File: config.mk
export PLATFORM = sky130hd
export DESIGN_NAME = scoreboard
export DESIGN_NICKNAME = d
export VERILOG_FILES = /design/src/rtl/ariane_pkg.sv /design/src/rtl/scoreboard.sv
export SDC_FILE = /design/constraint.sdc
export NUM_CORES = 2
export LEC_CHECK = 0
export CAP_MARGIN = 0
export CORE_AREA = 2 2 463 465
export CTS_BUF_LIST = sky130_fd_sc_hd__clkbuf_8 sky130_fd_sc_hd__clkbuf_16
export DETAILED_ROUTE_END_ITERATION = 8
export DIE_AREA = 0 0 465 467
export PLACE_DENSITY = 0.59
export SYNTH_ARGS = -nofsm -noshare
export SYNTH_HDL_FRONTEND = slang
export SYNTH_SLANG_ARGS = --single-unit
File: constraint.sdc
create_clock -name clk_i -period 2.5 [get_ports clk_i]
set_input_delay 0.25 -clock clk_i [delete_from_list [all_inputs] [get_ports clk_i]]
set_output_delay 0.25 -clock clk_i [all_outputs]
set_load 0.1 [all_outputs]
File: src/rtl/ariane_pkg.sv
// rtl/ariane_pkg.sv - shared core types: scoreboard sizing, exception and scoreboard entry
//
// Purpose: common sizing constants and structures for the issue/commit path.
//   NR_SB_ENTRIES  in-flight instruction slots (power of two)
//   TRANS_ID_BITS  width of a slot index / transaction id
//   NR_WB_PORTS    number of functional-unit writeback ports
//   exception      exception record carried with an instruction
//   scoreboard_entry  one in-flight instruction record
package ariane_pkg;

  localparam int unsigned NR_SB_ENTRIES = 4;
  localparam int unsigned TRANS_ID_BITS = $clog2(NR_SB_ENTRIES);
  localparam int unsigned NR_WB_PORTS   = 3;

  typedef enum logic [2:0] {
    FU_NONE,
    FU_ALU,
    FU_BRANCH,
    FU_LOAD,
    FU_STORE,
    FU_MULT,
    FU_CSR
  } fu_t;

  typedef struct packed {
    logic [63:0] cause;
    logic [63:0] tval;
    logic        valid;
  } exception;

  typedef struct packed {
    logic [63:0]              pc;
    logic [TRANS_ID_BITS-1:0] trans_id;
    fu_t                      fu;
    logic [7:0]               op;
    logic [4:0]               rs1;
    logic [4:0]               rs2;
    logic [4:0]               rd;
    logic [63:0]              result;
    logic                     valid;
    logic                     use_imm;
    exception                 ex;
  } scoreboard_entry;

endpackage

File: src/rtl/scoreboard.sv
// rtl/scoreboard.sv - in-order issue/commit scoreboard with multi-port writeback
//
// Purpose: circular buffer of in-flight instructions. Issue writes the slot at
// the issue pointer, functional units write results back by slot id, and the
// commit stage retires the oldest finished entry.
//
// Ports:
//   clk_i, rst_ni            clock, asynchronous active-low reset
//   flush_i                  drop every in-flight entry
//   full_o                   no free slot (registered count only)
//   decoded_instr_i/_valid_i instruction offered for issue
//   decoded_instr_ack_o      issue accepted this cycle
//   issue_trans_id_o         slot the next accepted instruction will occupy
//   wb_trans_id_i/_data_i/_ex_i/_valid_i  per-port writeback
//   commit_instr_o           entry at the commit pointer
//   commit_valid_o           head entry finished and committable
//   commit_ack_i             commit stage retires the head
//
// Build option: SB_WB_BYPASS_EN - when defined, a writeback hitting the head
// slot is forwarded combinationally to commit_instr_o/commit_valid_o in the
// same cycle; otherwise the head becomes committable one cycle later.
module scoreboard #(
  parameter int unsigned NR_ENTRIES  = ariane_pkg::NR_SB_ENTRIES,
  parameter int unsigned NR_WB_PORTS = ariane_pkg::NR_WB_PORTS
) (
  input  logic                                                clk_i,
  input  logic                                                rst_ni,
  input  logic                                                flush_i,
  output logic                                                full_o,
  input  ariane_pkg::scoreboard_entry                         decoded_instr_i,
  input  logic                                                decoded_instr_valid_i,
  output logic                                                decoded_instr_ack_o,
  output logic [ariane_pkg::TRANS_ID_BITS-1:0]                issue_trans_id_o,
  input  logic [NR_WB_PORTS-1:0][ariane_pkg::TRANS_ID_BITS-1:0] wb_trans_id_i,
  input  logic [NR_WB_PORTS-1:0][63:0]                        wb_data_i,
  input  ariane_pkg::exception [NR_WB_PORTS-1:0]              wb_ex_i,
  input  logic [NR_WB_PORTS-1:0]                              wb_valid_i,
  output ariane_pkg::scoreboard_entry                         commit_instr_o,
  output logic                                                commit_valid_o,
  input  logic                                                commit_ack_i
);

  import ariane_pkg::*;

  localparam int unsigned IDX_W = (NR_ENTRIES > 1) ? $clog2(NR_ENTRIES) : 1;
  localparam int unsigned CNT_W = $clog2(NR_ENTRIES) + 1;

  scoreboard_entry        mem_q  [NR_ENTRIES];
  scoreboard_entry        mem_d  [NR_ENTRIES];
  scoreboard_entry        mem_wb [NR_ENTRIES];
  logic [NR_ENTRIES-1:0]  busy_q, busy_d;
  logic [IDX_W-1:0]       issue_ptr_q, issue_ptr_d;
  logic [IDX_W-1:0]       commit_ptr_q, commit_ptr_d;
  logic [CNT_W-1:0]       count_q, count_d;
  logic                   issue_fire;
  logic                   commit_fire;

  // Full is judged on the registered count, so a retire in the same cycle
  // never opens a slot for a same-cycle issue.
  assign full_o              = (count_q == CNT_W'(NR_ENTRIES));
  // rst_ni gates the ack so it is low for the whole reset, not just after an edge.
  assign decoded_instr_ack_o = rst_ni & decoded_instr_valid_i & ~full_o & ~flush_i;
  assign issue_trans_id_o    = TRANS_ID_BITS'(issue_ptr_q);

  // Entries as they look after this cycle's writebacks. Ports are scanned from
  // the highest index down so the lowest-index port hitting a slot wins.
  always_comb begin
    for (int i = 0; i < int'(NR_ENTRIES); i++) begin
      mem_wb[i] = mem_q[i];
      if (busy_q[i]) begin
        for (int k = int'(NR_WB_PORTS) - 1; k >= 0; k--) begin
          if (wb_valid_i[k] && (wb_trans_id_i[k] == TRANS_ID_BITS'(i))) begin
            mem_wb[i].result = wb_data_i[k];
            mem_wb[i].valid  = 1'b1;
            mem_wb[i].ex     = wb_ex_i[k].valid ? wb_ex_i[k] : mem_q[i].ex;
          end
        end
      end
    end
  end

`ifdef SB_WB_BYPASS_EN
  assign commit_instr_o = mem_wb[commit_ptr_q];
  assign commit_valid_o = (count_q != '0) & mem_wb[commit_ptr_q].valid;
`else
  assign commit_instr_o = mem_q[commit_ptr_q];
  assign commit_valid_o = (count_q != '0) & mem_q[commit_ptr_q].valid;
`endif

  assign issue_fire  = decoded_instr_ack_o;
  assign commit_fire = commit_ack_i & commit_valid_o;

  always_comb begin
    mem_d        = mem_wb;
    busy_d       = busy_q;
    issue_ptr_d  = issue_ptr_q;
    commit_ptr_d = commit_ptr_q;
    count_d      = count_q;

    if (flush_i) begin
      // Flush wins over everything: writebacks of this cycle are discarded too.
      for (int i = 0; i < int'(NR_ENTRIES); i++) begin
        mem_d[i]       = mem_q[i];
        mem_d[i].valid = 1'b0;
      end
      busy_d       = '0;
      issue_ptr_d  = '0;
      commit_ptr_d = '0;
      count_d      = '0;
    end else begin
      if (issue_fire) begin
        mem_d[issue_ptr_q]          = decoded_instr_i;
        mem_d[issue_ptr_q].trans_id = TRANS_ID_BITS'(issue_ptr_q);
        mem_d[issue_ptr_q].valid    = 1'b0;
        busy_d[issue_ptr_q]         = 1'b1;
        issue_ptr_d                 = issue_ptr_q + IDX_W'(1);
      end
      if (commit_fire) begin
        busy_d[commit_ptr_q]      = 1'b0;
        mem_d[commit_ptr_q].valid = 1'b0;
        commit_ptr_d              = commit_ptr_q + IDX_W'(1);
      end
      case ({issue_fire, commit_fire})
        2'b10:   count_d = count_q + CNT_W'(1);
        2'b01:   count_d = count_q - CNT_W'(1);
        default: count_d = count_q;
      endcase
    end
  end

  always_ff @(posedge clk_i or negedge rst_ni) begin
    if (!rst_ni) begin
      for (int i = 0; i < int'(NR_ENTRIES); i++) begin
        mem_q[i] <= '0;
      end
      busy_q       <= '0;
      issue_ptr_q  <= '0;
      commit_ptr_q <= '0;
      count_q      <= '0;
    end else begin
      for (int i = 0; i < int'(NR_ENTRIES); i++) begin
        mem_q[i] <= mem_d[i];
      end
      busy_q       <= busy_d;
      issue_ptr_q  <= issue_ptr_d;
      commit_ptr_q <= commit_ptr_d;
      count_q      <= count_d;
    end
  end

endmodule

==> summary.txt <==
RUN STATUS
------------------------------------------------------------------------------------
Result of the run ..................................................... finished with violations
Violations in the final reports ....................................... negative setup slack

WORST SETUP PATH
------------------------------------------------------------------------------------
Signal arrival time at the worst endpoint .............................      2690 ps
Peak fanout along the critical path ...................................            7
Cell count of the worst reg-to-reg path ...............................           11
Critical path capture point type ...................................... primary output
RR Startpoint ......................................................... commit_ptr_q[1]
Slowest stage delay, CP ...............................................       570 ps
Critical path class ................................................... flip-flop to primary output
Critical path cell sequence ........................................... buf_12 > buf_16 > buf_12 > buf_16 > mux4_2 > buf_12
Slowest stage cell, crit path ......................................... sky130_fd_sc_hd__mux4_2
Endpoint of the worst-slack reg-to-reg timing path ....................   count_q[2]
Launching element type of the critical path ...........................    flip-flop
CP dominant cell by count ............................................. sky130_fd_sc_hd__buf_12
Family with the most delay on the worst path .......................... buffers and inverters
Critical path data required time ......................................      2250 ps
Critical path buffers and inverters ...................................            5
Setup slack, reg-to-reg ...............................................      -160 ps

SYNTHESIS
------------------------------------------------------------------------------------
Unique masters post-synth .............................................           67
Yosys top cell area share .............................................        43.6%
Flops & latches, synth ................................................        1,159
Most used flip-flop cell after synthesis .............................. sky130_fd_sc_hd__dfrtp_1
Number of warnings printed during yosys synthesis .....................            0
Net count after synthesis .............................................        7,591
Dominant cell type by area after synthesis ............................ sky130_fd_sc_hd__dfrtp_1
Post-Synthesis Cells ..................................................        6,702
Synthesized area per cell .............................................     9.93 um2
Mapped cell area ......................................................   66,500 um2
Proportion of synthesized flip-flops having asynchronous set or reset .         100%
Cells taking the most area after synthesis ............................ sky130_fd_sc_hd__dfrtp_1 44%, sky130_fd_sc_hd__mux4_2 9.7%, sky130_fd_sc_hd__nand2_1 8.3%
Sequential share of the synthesized area ..............................        43.6%
Number of enable-type register cells in the synthesized netlist .......            0

FLOORPLAN
------------------------------------------------------------------------------------
Number of rows created at floorplan ...................................          169
Core Box Area .........................................................  212,000 um2
Area enclosed by the die boundary .....................................  217,000 um2
Count of pins on the block boundary ...................................        1,172
Vertical die dimension ................................................       467 um
Starting density of the core ..........................................        31.4%
Die X-Extent ..........................................................       465 um

PLACE
------------------------------------------------------------------------------------
Global placer's final weighted congestion .............................        0.941
HPWL reported at the end of detailed placement ........................   252,000 um
Worst slack at placement ..............................................      -635 ps
Port Buffers ..........................................................        1,168
Placed cell count .....................................................       10,400

GLOBAL ROUTING
------------------------------------------------------------------------------------
Global-route total usage across every layer ...........................        35.2%
Global-route wire length before repair ................................   555,000 um
Initial antenna violation count .......................................          189
Sum of overflow across all layers after global routing ................            0
Number of global-route vias before repair .............................       71,700
Pin count of the biggest net entering global routing ..................          174

TIMING
------------------------------------------------------------------------------------
Max Clk Rate ..........................................................      340 MHz
Shortest clock period the worst path allows after layout ..............      2940 ps
Tightest slew margin relative to the limit ............................        20.6%
Number of hold violations in the final report .........................            0
Setup_tns .............................................................   -97,590 ps
Final critical-path share of the clock period .........................         118%
Setup repair after global routing missed its margin ...................          yes
Final Skew ............................................................      50.0 ps
Slew Limit Fails ......................................................            0
Pin slew with the least headroom to its limit .........................      1190 ps
Finish-stage setup viols ..............................................          289
Smallest setup slack after layout .....................................      -443 ps

DRT
------------------------------------------------------------------------------------
Average wire per cell in the routed design ............................      36.0 um
Via count normalized by instance count ................................         6.67
Remaining DRCs ........................................................            0
Via Count .............................................................       73,500
Detailed router's first-iteration violation count .....................       11,400
Routed Antenna Nets ...................................................            0
Final wirelength ......................................................   397,000 um
DRT Pass-1 Iters ......................................................            9

CTS
------------------------------------------------------------------------------------
Clock tree root buffer cell ........................................... sky130_fd_sc_hd__clkbuf_16
Count of H-tree levels built during CTS ...............................            4
Register clock-pin slew on the reported worst setup and hold paths ....        60 ps
Clock buffer count from CTS ...........................................          146
Buffers from clock root to sink, at most ..............................            3
Clock sink count ......................................................        1,159
TritonCTS clock tree ..................................................          yes
Clk_lat worst skew ....................................................       840 ps

CELLS AND AREA
------------------------------------------------------------------------------------
Share of the core filled with cells in the final layout ...............        46.0%
Share of cells above drive strength 1 .................................        21.8%
Final cell count without fillers ......................................       11,000
Filler cell count in the final layout .................................       19,200
Area growth from synthesis to layout ..................................        46.3%
Final net count .......................................................        8,835

WORST HOLD PATH
------------------------------------------------------------------------------------
Cell count of the worst hold path .....................................            3
Worst hold path startpoint ............................................ decoded_instr_i[251]
HP Class .............................................................. primary input to flip-flop

POWER
------------------------------------------------------------------------------------
Power, Total ..........................................................      75.7 mW
Power per Cell Area ...................................................   778 nW/um2
Peak supply drop ......................................................     0.729 mV
Static Leak ...........................................................      39.1 nW

RUN
------------------------------------------------------------------------------------
Max_cap viols .........................................................            0

-- cells in the mapped netlist (7+ instances only) --
master                        n
sky130_fd_sc_hd__a211oi_1   448
sky130_fd_sc_hd__a21o_1       9
sky130_fd_sc_hd__a21oi_1    250
sky130_fd_sc_hd__a221o_1    476
sky130_fd_sc_hd__a221oi_1   326
sky130_fd_sc_hd__a22oi_1     17
sky130_fd_sc_hd__a311oi_1    29
sky130_fd_sc_hd__a31oi_1     25
sky130_fd_sc_hd__a32o_1      10
sky130_fd_sc_hd__a32oi_1     19
sky130_fd_sc_hd__and2_1      21
sky130_fd_sc_hd__and3_1       7
sky130_fd_sc_hd__buf_1       55
sky130_fd_sc_hd__buf_2       72
sky130_fd_sc_hd__clkbuf_1   643
sky130_fd_sc_hd__dfrtp_1   1159
sky130_fd_sc_hd__ha_1         8
sky130_fd_sc_hd__inv_1       18
sky130_fd_sc_hd__mux2i_1     21
sky130_fd_sc_hd__mux4_2     287
sky130_fd_sc_hd__nand2_1   1472
sky130_fd_sc_hd__nand2b_1    32
sky130_fd_sc_hd__nand3_1    145
sky130_fd_sc_hd__nand4_1     15
sky130_fd_sc_hd__nor2_1     328
sky130_fd_sc_hd__nor3_1      32
sky130_fd_sc_hd__o211ai_1    13
sky130_fd_sc_hd__o21ai_0    145
sky130_fd_sc_hd__o221a_2    254
sky130_fd_sc_hd__o221ai_1   129
sky130_fd_sc_hd__o22ai_1    163
-- logic make-up after synthesis --
logic type | count (synthesis) | share of synthesized area (%)
DFF | 1159 | 43.6
AOI/OAI and AO/OA | 2345 | 28.9
xor gates and xnor gates | 4 | 0.0526
muxes | 308 | 10.0
and+or+nand+nor | 2082 | 12.6
adders and majority gates | 9 | 0.181
buffers and inverters | 795 | 4.68
-- cells in the final DEF (no fill, tap or decap), types with 10 or more instances in the layout --
master                            count
sky130_fd_sc_hd__nand2_1           1465
sky130_fd_sc_hd__dfrtp_1           1155
sky130_fd_sc_hd__clkdlybuf4s50_1    873
sky130_fd_sc_hd__buf_12             529
sky130_fd_sc_hd__a221o_1            476
sky130_fd_sc_hd__a211oi_1           448
sky130_fd_sc_hd__a221oi_1           326
sky130_fd_sc_hd__nor2_1             321
sky130_fd_sc_hd__buf_4              293
sky130_fd_sc_hd__mux4_2             287
sky130_fd_sc_hd__a21oi_1            247
sky130_fd_sc_hd__o221a_2            246
sky130_fd_sc_hd__o22ai_1            163
sky130_fd_sc_hd__clkbuf_16          157
sky130_fd_sc_hd__o21ai_0            143
sky130_fd_sc_hd__diode_2            142
sky130_fd_sc_hd__nand3_1            140
sky130_fd_sc_hd__o221ai_1           129
sky130_fd_sc_hd__dlygate4sd3_1       74
sky130_fd_sc_hd__inv_1               57
sky130_fd_sc_hd__buf_16              54
sky130_fd_sc_hd__nand2b_1            31
sky130_fd_sc_hd__a311oi_1            29
sky130_fd_sc_hd__buf_6               29
sky130_fd_sc_hd__nor3_1              28
sky130_fd_sc_hd__clkbuf_8            27
sky130_fd_sc_hd__a31oi_1             25
sky130_fd_sc_hd__mux2i_1             21
sky130_fd_sc_hd__and2_1              19
sky130_fd_sc_hd__a32oi_1             19
sky130_fd_sc_hd__a22oi_1             17
sky130_fd_sc_hd__clkinv_2            17
sky130_fd_sc_hd__nand4_1             15
sky130_fd_sc_hd__o211ai_1            13
sky130_fd_sc_hd__bufinv_16           12
sky130_fd_sc_hd__a32o_1              10
-- how the worst max path moves through the flow --
stage | to | cells after the start | slack (ps) | startpoint
after floorplan | count_q[2] | 10 | -310 | commit_ptr_q[1]
after global routing | commit_instr_o[42] | 6 | -510 | commit_ptr_q[1]
after CTS | commit_instr_o[249] | 5 | -530 | commit_ptr_q[0]
after detailed placement | mem_q[323] | 8 | -640 | wb_trans_id_i[4]
final | commit_instr_o[48] | 6 | -440 | commit_ptr_q[1]
after global placement | mem_q[387] | 10 | -640 | wb_trans_id_i[4]
-- worst register-to-register path, cell delays in order (launching register included) --
cell                      delay [ps]
sky130_fd_sc_hd__dfrtp_4         510
sky130_fd_sc_hd__buf_12          160
sky130_fd_sc_hd__buf_4           130
sky130_fd_sc_hd__buf_6           110
sky130_fd_sc_hd__mux4_2          500
sky130_fd_sc_hd__o311a_1         180
sky130_fd_sc_hd__nor2b_4         130
sky130_fd_sc_hd__fa_2            340
sky130_fd_sc_hd__a21o_1          150
sky130_fd_sc_hd__mux2i_1         160
sky130_fd_sc_hd__xnor2_1         130
sky130_fd_sc_hd__nor2_1           60
-- cell type report --
| class | count | area, um2 | area share, % |
|---|---|---|---|
| multi-input combinational | 4748 | 34900 | 35.8 |
| tap | 2821 | 3530 | 3.62 |
| inverter | 19 | 87.6 | 0.0899 |
| timing repair buffer | 1872 | 24500 | 25.2 |
| antenna | 142 | 355 | 0.365 |
| clock inverter | 88 | 962 | 0.988 |
| sequential | 1159 | 29000 | 29.8 |
| clock buffer | 174 | 4050 | 4.16 |
-- routing by layer --
metal	GRT usage, %	wire (um)	vias up
li1	-	-	29000
met1	43.6	142000	36500
met2	51.6	171000	6416
met3	13.0	54900	1494
met4	22.1	28500	96
met5	0	651	-
-- metrics by stage --
step                      area [um2]  hold slack, ps
after floorplan                66900           -45.6
after global placement         88300             102
after detailed placement       88300             105
after CTS                      96700           0.442
after global routing           97300            38.6
final                          97400            79.9
-- where the power goes --
group          internal (mW)  total, mW  switching (mW)
sequential              22.8       25.3            2.49
combinational           11.2       28.2            17.0
clock                   12.9       22.3            9.42
total                   46.9       75.7            28.9
-- repair_timing --
action	in CTS	in global routing
resized for setup	114	38
pin swaps	0	3
setup endpoints to repair	316	354
gates cloned	48	11
hold endpoints to repair	296	0
hold buffers	74	0
buffers inserted	83	40
No activity file was read; power rests on OpenSTA's default activity.
